## src/rtl/uart_tx_arb.sv

```systemverilog
// rtl/uart_tx_arb.sv - packet round-robin arbiter feeding one uart_tx byte stream
// Each packet owns the output until its tlast beat; an optional header byte names the source.
module uart_tx_arb #(
   parameter int         N_SRC      = 4,
   parameter int         DATA_WIDTH = 8,
   parameter bit         HEADER_EN  = 1'b1,
   parameter logic [3:0] HDR_SYNC   = 4'hA
) (
   input  logic                        clk,
   input  logic                        rst_n,
   input  logic [N_SRC*DATA_WIDTH-1:0] s_tdata,
   input  logic [N_SRC-1:0]            s_tvalid,
   input  logic [N_SRC-1:0]            s_tlast,
   output logic [N_SRC-1:0]            s_tready,
   output logic [DATA_WIDTH-1:0]       m_tdata,
   output logic                        m_tvalid,
   input  logic                        m_tready,
   output logic [N_SRC-1:0]            grant,
   output logic                        busy
);

   localparam int IDX_W = $clog2(N_SRC);

   typedef enum logic [1:0] {
      ST_IDLE,
      ST_HDR,
      ST_DATA
   } state_t;

   state_t                state_q, state_d;
   logic [N_SRC-1:0]      grant_q, grant_d;
   logic [IDX_W-1:0]      ptr_q, ptr_d;
   logic [DATA_WIDTH-1:0] hdr_q, hdr_d;

   logic                  req_found;
   logic [IDX_W-1:0]      req_idx;
   logic [IDX_W-1:0]      cand;
   logic [7:0]            hdr_byte;

   // ptr_q is both the round-robin start point and the index of the current owner.
   always_comb begin
      req_found = 1'b0;
      req_idx   = ptr_q;
      cand      = ptr_q;
      for (int k = 1; k <= N_SRC; k++) begin
         cand = IDX_W'((int'(ptr_q) + k) % N_SRC);
         if (!req_found && s_tvalid[cand]) begin
            req_found = 1'b1;
            req_idx   = cand;
         end
      end
   end

   assign hdr_byte = {HDR_SYNC, 4'(req_idx)};

   always_comb begin
      state_d = state_q;
      grant_d = grant_q;
      ptr_d   = ptr_q;
      hdr_d   = hdr_q;
      unique case (state_q)
         ST_IDLE: begin
            if (req_found) begin
               grant_d = N_SRC'(1) << req_idx;
               ptr_d   = req_idx;
               hdr_d   = DATA_WIDTH'(hdr_byte);
               state_d = HEADER_EN ? ST_HDR : ST_DATA;
            end
         end
         ST_HDR: begin
            if (m_tready) state_d = ST_DATA;
         end
         ST_DATA: begin
            if (s_tvalid[ptr_q] && m_tready && s_tlast[ptr_q]) begin
               state_d = ST_IDLE;
               grant_d = '0;
            end
         end
         default: begin
            state_d = ST_IDLE;
            grant_d = '0;
         end
      endcase
   end

   always_ff @(posedge clk or negedge rst_n) begin
      if (!rst_n) begin
         state_q <= ST_IDLE;
         grant_q <= '0;
         ptr_q   <= IDX_W'(N_SRC - 1);
         hdr_q   <= '0;
      end else begin
         state_q <= state_d;
         grant_q <= grant_d;
         ptr_q   <= ptr_d;
         hdr_q   <= hdr_d;
      end
   end

   // Payload is not re-registered: the granted source drives the UART side directly.
   always_comb begin
      m_tdata  = hdr_q;
      m_tvalid = 1'b0;
      s_tready = '0;
      unique case (state_q)
         ST_HDR: m_tvalid = 1'b1;
         ST_DATA: begin
            for (int i = 0; i < N_SRC; i++) begin
               if (ptr_q == IDX_W'(i)) m_tdata = s_tdata[i*DATA_WIDTH +: DATA_WIDTH];
            end
            m_tvalid = s_tvalid[ptr_q];
            s_tready = grant_q & {N_SRC{m_tready}};
         end
         default: ;
      endcase
   end

   assign grant = grant_q;
   assign busy  = (state_q != ST_IDLE);

endmodule

```

## config.mk

```make
export PLATFORM = sky130hd
export DESIGN_NAME = uart_tx_arb
export DESIGN_NICKNAME = d
export VERILOG_FILES = /design/src/rtl/uart_tx_arb.sv
export SDC_FILE = /design/constraint.sdc
export NUM_CORES = 1
export LEC_CHECK = 0
export CAP_MARGIN = 15
export CORE_MARGIN = 3
export CORE_UTILIZATION = 44
export DETAILED_ROUTE_END_ITERATION = 8
export GPL_TIMING_DRIVEN = 0
export PLACE_DENSITY = 0.86
export SLEW_MARGIN = 0
export SYNTH_ARGS = -nofsm -noshare
export SYNTH_HDL_FRONTEND = slang
export SYNTH_SLANG_ARGS = --single-unit
```

## constraint.sdc

```tcl
create_clock -name clk -period 4.4 [get_ports clk]
set_input_delay 1.1 -clock clk [delete_from_list [all_inputs] [get_ports clk]]
set_output_delay 1.1 -clock clk [all_outputs]
set_load 0.02 [all_outputs]
```

Word level (Yosys, flattened, before mapping) --
Index checks and enable logic that the tools add are counted.
Operators by class: add/sub/neg operators 4, $lt $le $gt $ge 5, equal/unequal tests 8, shifts and indexed selects 1, multiplexer cells 34, bitwise operators 2, reductions and logical operators 14
Operators with widths (number):
- 2-to-1 mux 8 bit | 5
- < comparator 2 x 3 -> 1 bit (second input constant) | 5
- 2-to-1 mux 2 bit | 7
- binary-select mux 1 bit (select 2 bit) | 6
- 2-to-1 mux 4 bit | 3
- one-hot mux 4 bit (3 select lines) | 1
- 2-to-1 mux 1 bit | 10
- == test 2 bit (second input constant) | 3
- != test 2 bit (second input constant) | 3
- one-hot mux 2 bit (3 select lines) | 1
- AND reduction 3 bit | 2
- logical AND 1 bit | 5
- adder 2 x 1 -> 2 bit (second input constant) | 2
- adder 2 bit (second input constant) | 2
- AND 4 bit | 1
- == test 2 x 1 -> 1 bit (second input constant) | 2
- logical NOT 2 bit | 2
- left shift 1 x 2 -> 4 bit (first input constant) | 1
- logical NOT 1 bit | 3
- one-hot mux 1 bit (2 select lines) | 1
- AND reduction 2 bit | 1
- nonzero test 2 bit | 1
- NOT 1 bit | 1
Storage, ports and cells: bits in registers 11, input port bits 43, output and inout port bits 18

Logic depth before layout (Yosys ltp) --
word-level depth 16, gate-level depth with buffers 10

Worst setup path after synthesis --
No wires, ideal clock.
path type register to output, from register ptr_q[1], to output port m_tdata[3], arrival time 1935 ps, data required time 3300 ps, setup slack 1365 ps, cell stages (with the launch flop) 9, path buffers 2, cells stage by stage dfstp_2 > buf_6 > inv_1 > ha_1 > clkbuf_1 > nor2b_1 > a221oi_1 > a211o_1 > a21oi_1
On the way: longest elaborated chain between the ends 6, elaborated cells on any way between the ends 9
Ends and longest elaborated chain:
- from (decl) | line 32 | logic [IDX_W-1:0] ptr_q, ptr_d;
- from (signal assigned) | line 90 | ptr_q <= IDX_W'(N_SRC - 1);
- from (signal assigned) | line 95 | ptr_q <= ptr_d;
- logical NOT 2 bit | line 109 | if (ptr_q == IDX_W'(i)) m_tdata = s_tdata[i*DATA_WIDTH +: DATA_WIDTH];
- 2-to-1 mux 8 bit (3 in a row) | line 109
- 2-to-1 mux 8 bit (*) | line 109
- 2-to-1 mux 8 bit (*) | line 105 | unique case (state_q)
- to (decl) | line 15 | output logic [DATA_WIDTH-1:0] m_tdata,
Mark *: on every way between the ends. The rest lies on a longest branch, timed or not.

Worst setup path after layout --
from input port s_tvalid[3], to output port m_tvalid
On the way: longest elaborated chain between the ends 3
Ends and longest elaborated chain:
- from (decl) | line 12 | input logic [N_SRC-1:0] s_tvalid,
- binary-select mux 1 bit (select 2 bit) | line 111 | m_tvalid = s_tvalid[ptr_q];
- 2-to-1 mux 1 bit (not written as such) | line 111
- one-hot mux 1 bit (2 select lines) | line 105
- to (decl) | line 16 | output logic m_tvalid,
No other way between the ends. The select of a mux whose other input is x is not followed.

==> flow_summary.ini <==
[global_route]
first_global_vias = 1439
grt.total_usage_pct = 22.7
antenna_found_initial = 0
grt_start_max_net_pins = 12
grt_pass1_wl_um = 6300
grt.overflow.total = 0

[detailed_routing]
wl_per_cell_um = 15.6
num_vias = 1428
drt.antenna.violating_nets = 0
drt-pass1-iter-count = 4
drt_iter0_drc = 70
wl_um = 3850
remaining_drc_errors = 0
viasPerCell = 5.78

[layout]
area.growth.synth_to_final_pct = 53.0
regArea_um2 = 278
final_nets = 268
mostFrequentLayoutCells = clkdlybuf4s50_1 (60), nand2_1 (23), inv_1 (14), o21ai_0 (14), a21oi_1 (12)
fillers = 197
final_common_cell = clkdlybuf4s50_1
drive_above_1_share_pct = 7.83
fin_util_pct = 74.2
n_antenna_cell = 0
multiInputGateArea_um2 = 888
fin_area_mm2 = 0.00192

[logic_synthesis]
synthCells = 153
yosysUniqueCellTypes = 39
synthArstFlopShare_pct = 100
synth_edf_count = 0
synth-main-ff-cell = dfrtp_1
synth_area_leaders = dfrtp_1 (18%), mux2i_1 (8.0%), ha_1 (7.0%)
syn-num-nets = 203
ys_seq_area_share_pct = 22.1
synth_seq_cells = 11
synth_top_area_share_pct = 17.9
syn_avg_cell_area_um2 = 8.21
yosys_warnings = 0
syn_area_mm2 = 0.00126
synth_area_leader_cell = dfrtp_1

[timing]
clock_skew_ns = 0.00493
rsz0062_at_grt = false
setup_tns_ns = 0
worst_pin_slew_ns = 0.522
worst_slack_ns = 0.343
period_share_pct = 92.2
finalMaxSlewViolations = 0
hold_viol_final = 0
slew_headroom_pct = 65.2
setup_viol = 0
max_clock_freq_mhz = 246
period_needed_ns = 4.06

[critical_path]
cp-start-kind = primary input
crit_path_end_kind = output port
arrival_ns = 2.96
path_class = primary input to output port
critPathRequiredTime_ns = 3.30
critPathMaxFanout = 8

[floorplanning]
core_mm2 = 0.00259
initial_utilization_pct = 48.5
die_h_um = 59.4
ios = 61
dieArea_mm2 = 0.00353
fp.dieW_um = 59.4
core.rowCount = 18

[power]
intPower_w = 0.000627
p_sw_w = 0.000611
p_clk_share_pct = 5.9
p_leak_nw = 0.802
power_frac_comb_pct = 79.5
power_frac_seq_pct = 14.6
p_total_w = 0.00124
ir_worst_vdd_mv = 0.475
sw_frac_of_total_pct = 49.3
powerDensity_mw_per_mm2 = 644

[cts]
cts-root-buf = clkbuf_4
path_clk_slew_ns = 0.08
htree_num_levels = 1
ctsResizeCount = 0
cts.path.max_buffers = 2
hold_buffers = 0
cts_buffers = 3
cts_tree = yes
clock-sinks = 11
clkLatencyLatePin_ns = 0.28
post_cts_buffers = 0

[placement]
dp_slack_ns = 0.356
gp_congestion = 0.860
dp_hpwl_um = 2940
port_buffers = 60
postPlaceCellArea_mm2 = 0.00189

[flow_run]
cap_viol_max_count = 0

[run_status]
status = finished, final reports clean

[min_path]
hold_class = register to register
## power groups by stage
stage                     registers, W  clock network, W  logic (W)
final                         0.000181         0.0000732   0.000983
after global routing          0.000187         0.0000774    0.00108
after CTS                     0.000181         0.0000733   0.000981
after detailed placement      0.000182                 0   0.000977
after global placement        0.000180                 0   0.000941
after floorplan               0.000182                 0   0.000695
## worst paths after layout
check / end / slack, ns / start / cells past startpoint
max reg2reg: grant[3] / 1.40 / ptr_q[1] / 10
min in group asynchronous: state_q[0] / 1.15 / rst_n / 1
min reg2reg: hdr_q[1] / 0.52 / hdr_q[1] / 1
max: m_tvalid / 0.34 / s_tvalid[3] / 5
min: hdr_q[1] / 0.52 / hdr_q[1] / 1
max in group asynchronous: ptr_q[1] / 2.89 / rst_n / 1
## metal layers
| layer | GRT usage (%) | wire length, µm |
|---|---|---|
| met5 | 0 | 0 |
| met4 | 7.44 | 58 |
| met3 | 4.58 | 334 |
| met2 | 39.0 | 1820 |
| met1 | 28.0 | 1640 |
## final cells by class
class | instances | share of cell area (%)
inverters | 14 | 2.73
clock inverters | 1 | 0.260
clock buffers | 3 | 1.17
repair buffers | 60 | 31.3
flip-flops and latches | 11 | 14.5
multi-input cells | 120 | 46.2
plain buffers | 8 | 1.95
well taps | 30 | 1.95
## registers in the layout, indices dropped and copies added (netlist names)
name / count
grant: 4
state_q: 2
hdr_q: 3
ptr_q: 2
## logic make-up after synthesis
| kind of cell | synth area share [%] |
|---|---|
| buffers and inverters | 7.17 |
| multiplexers | 16.3 |
| AND/OR/NAND/NOR | 18.9 |
| adder cells (fa/ha/maj) | 6.97 |
| AO/OA/AOI/OAI | 28.5 |
| flip-flops | 22.1 |
## worst max-delay path, cell delays in order
cell	delay (ns)
clkdlybuf4s50_1	0.54
mux4_2	0.55
a21oi_1	0.16
nor2b_1	0.06
clkdlybuf4s50_1	0.54
## cells in the mapped netlist, drive strengths merged (2+ instances only)
cell type	instances
and3	4
mux2i	10
nor2	6
o21ai	15
nor2b	2
a21oi	12
a221o	2
mux2	3
mux4	3
a211oi	2
inv	14
nand2b	6
clkbuf	7
nand2	23
dfrtp	9
a221oi	3
a211o	3
ha	7
dfstp	2
a21o	4
## stage by stage
stage / std cells / hold WS (ns)
finish: 247 / 0.525
global route: 247 / 0.547
CTS: 247 / 0.524
detailed placement: 243 / 0.495
global placement: 243 / 0.489
floorplan: 153 / 0.467
(Power assumes the default switching activity.)
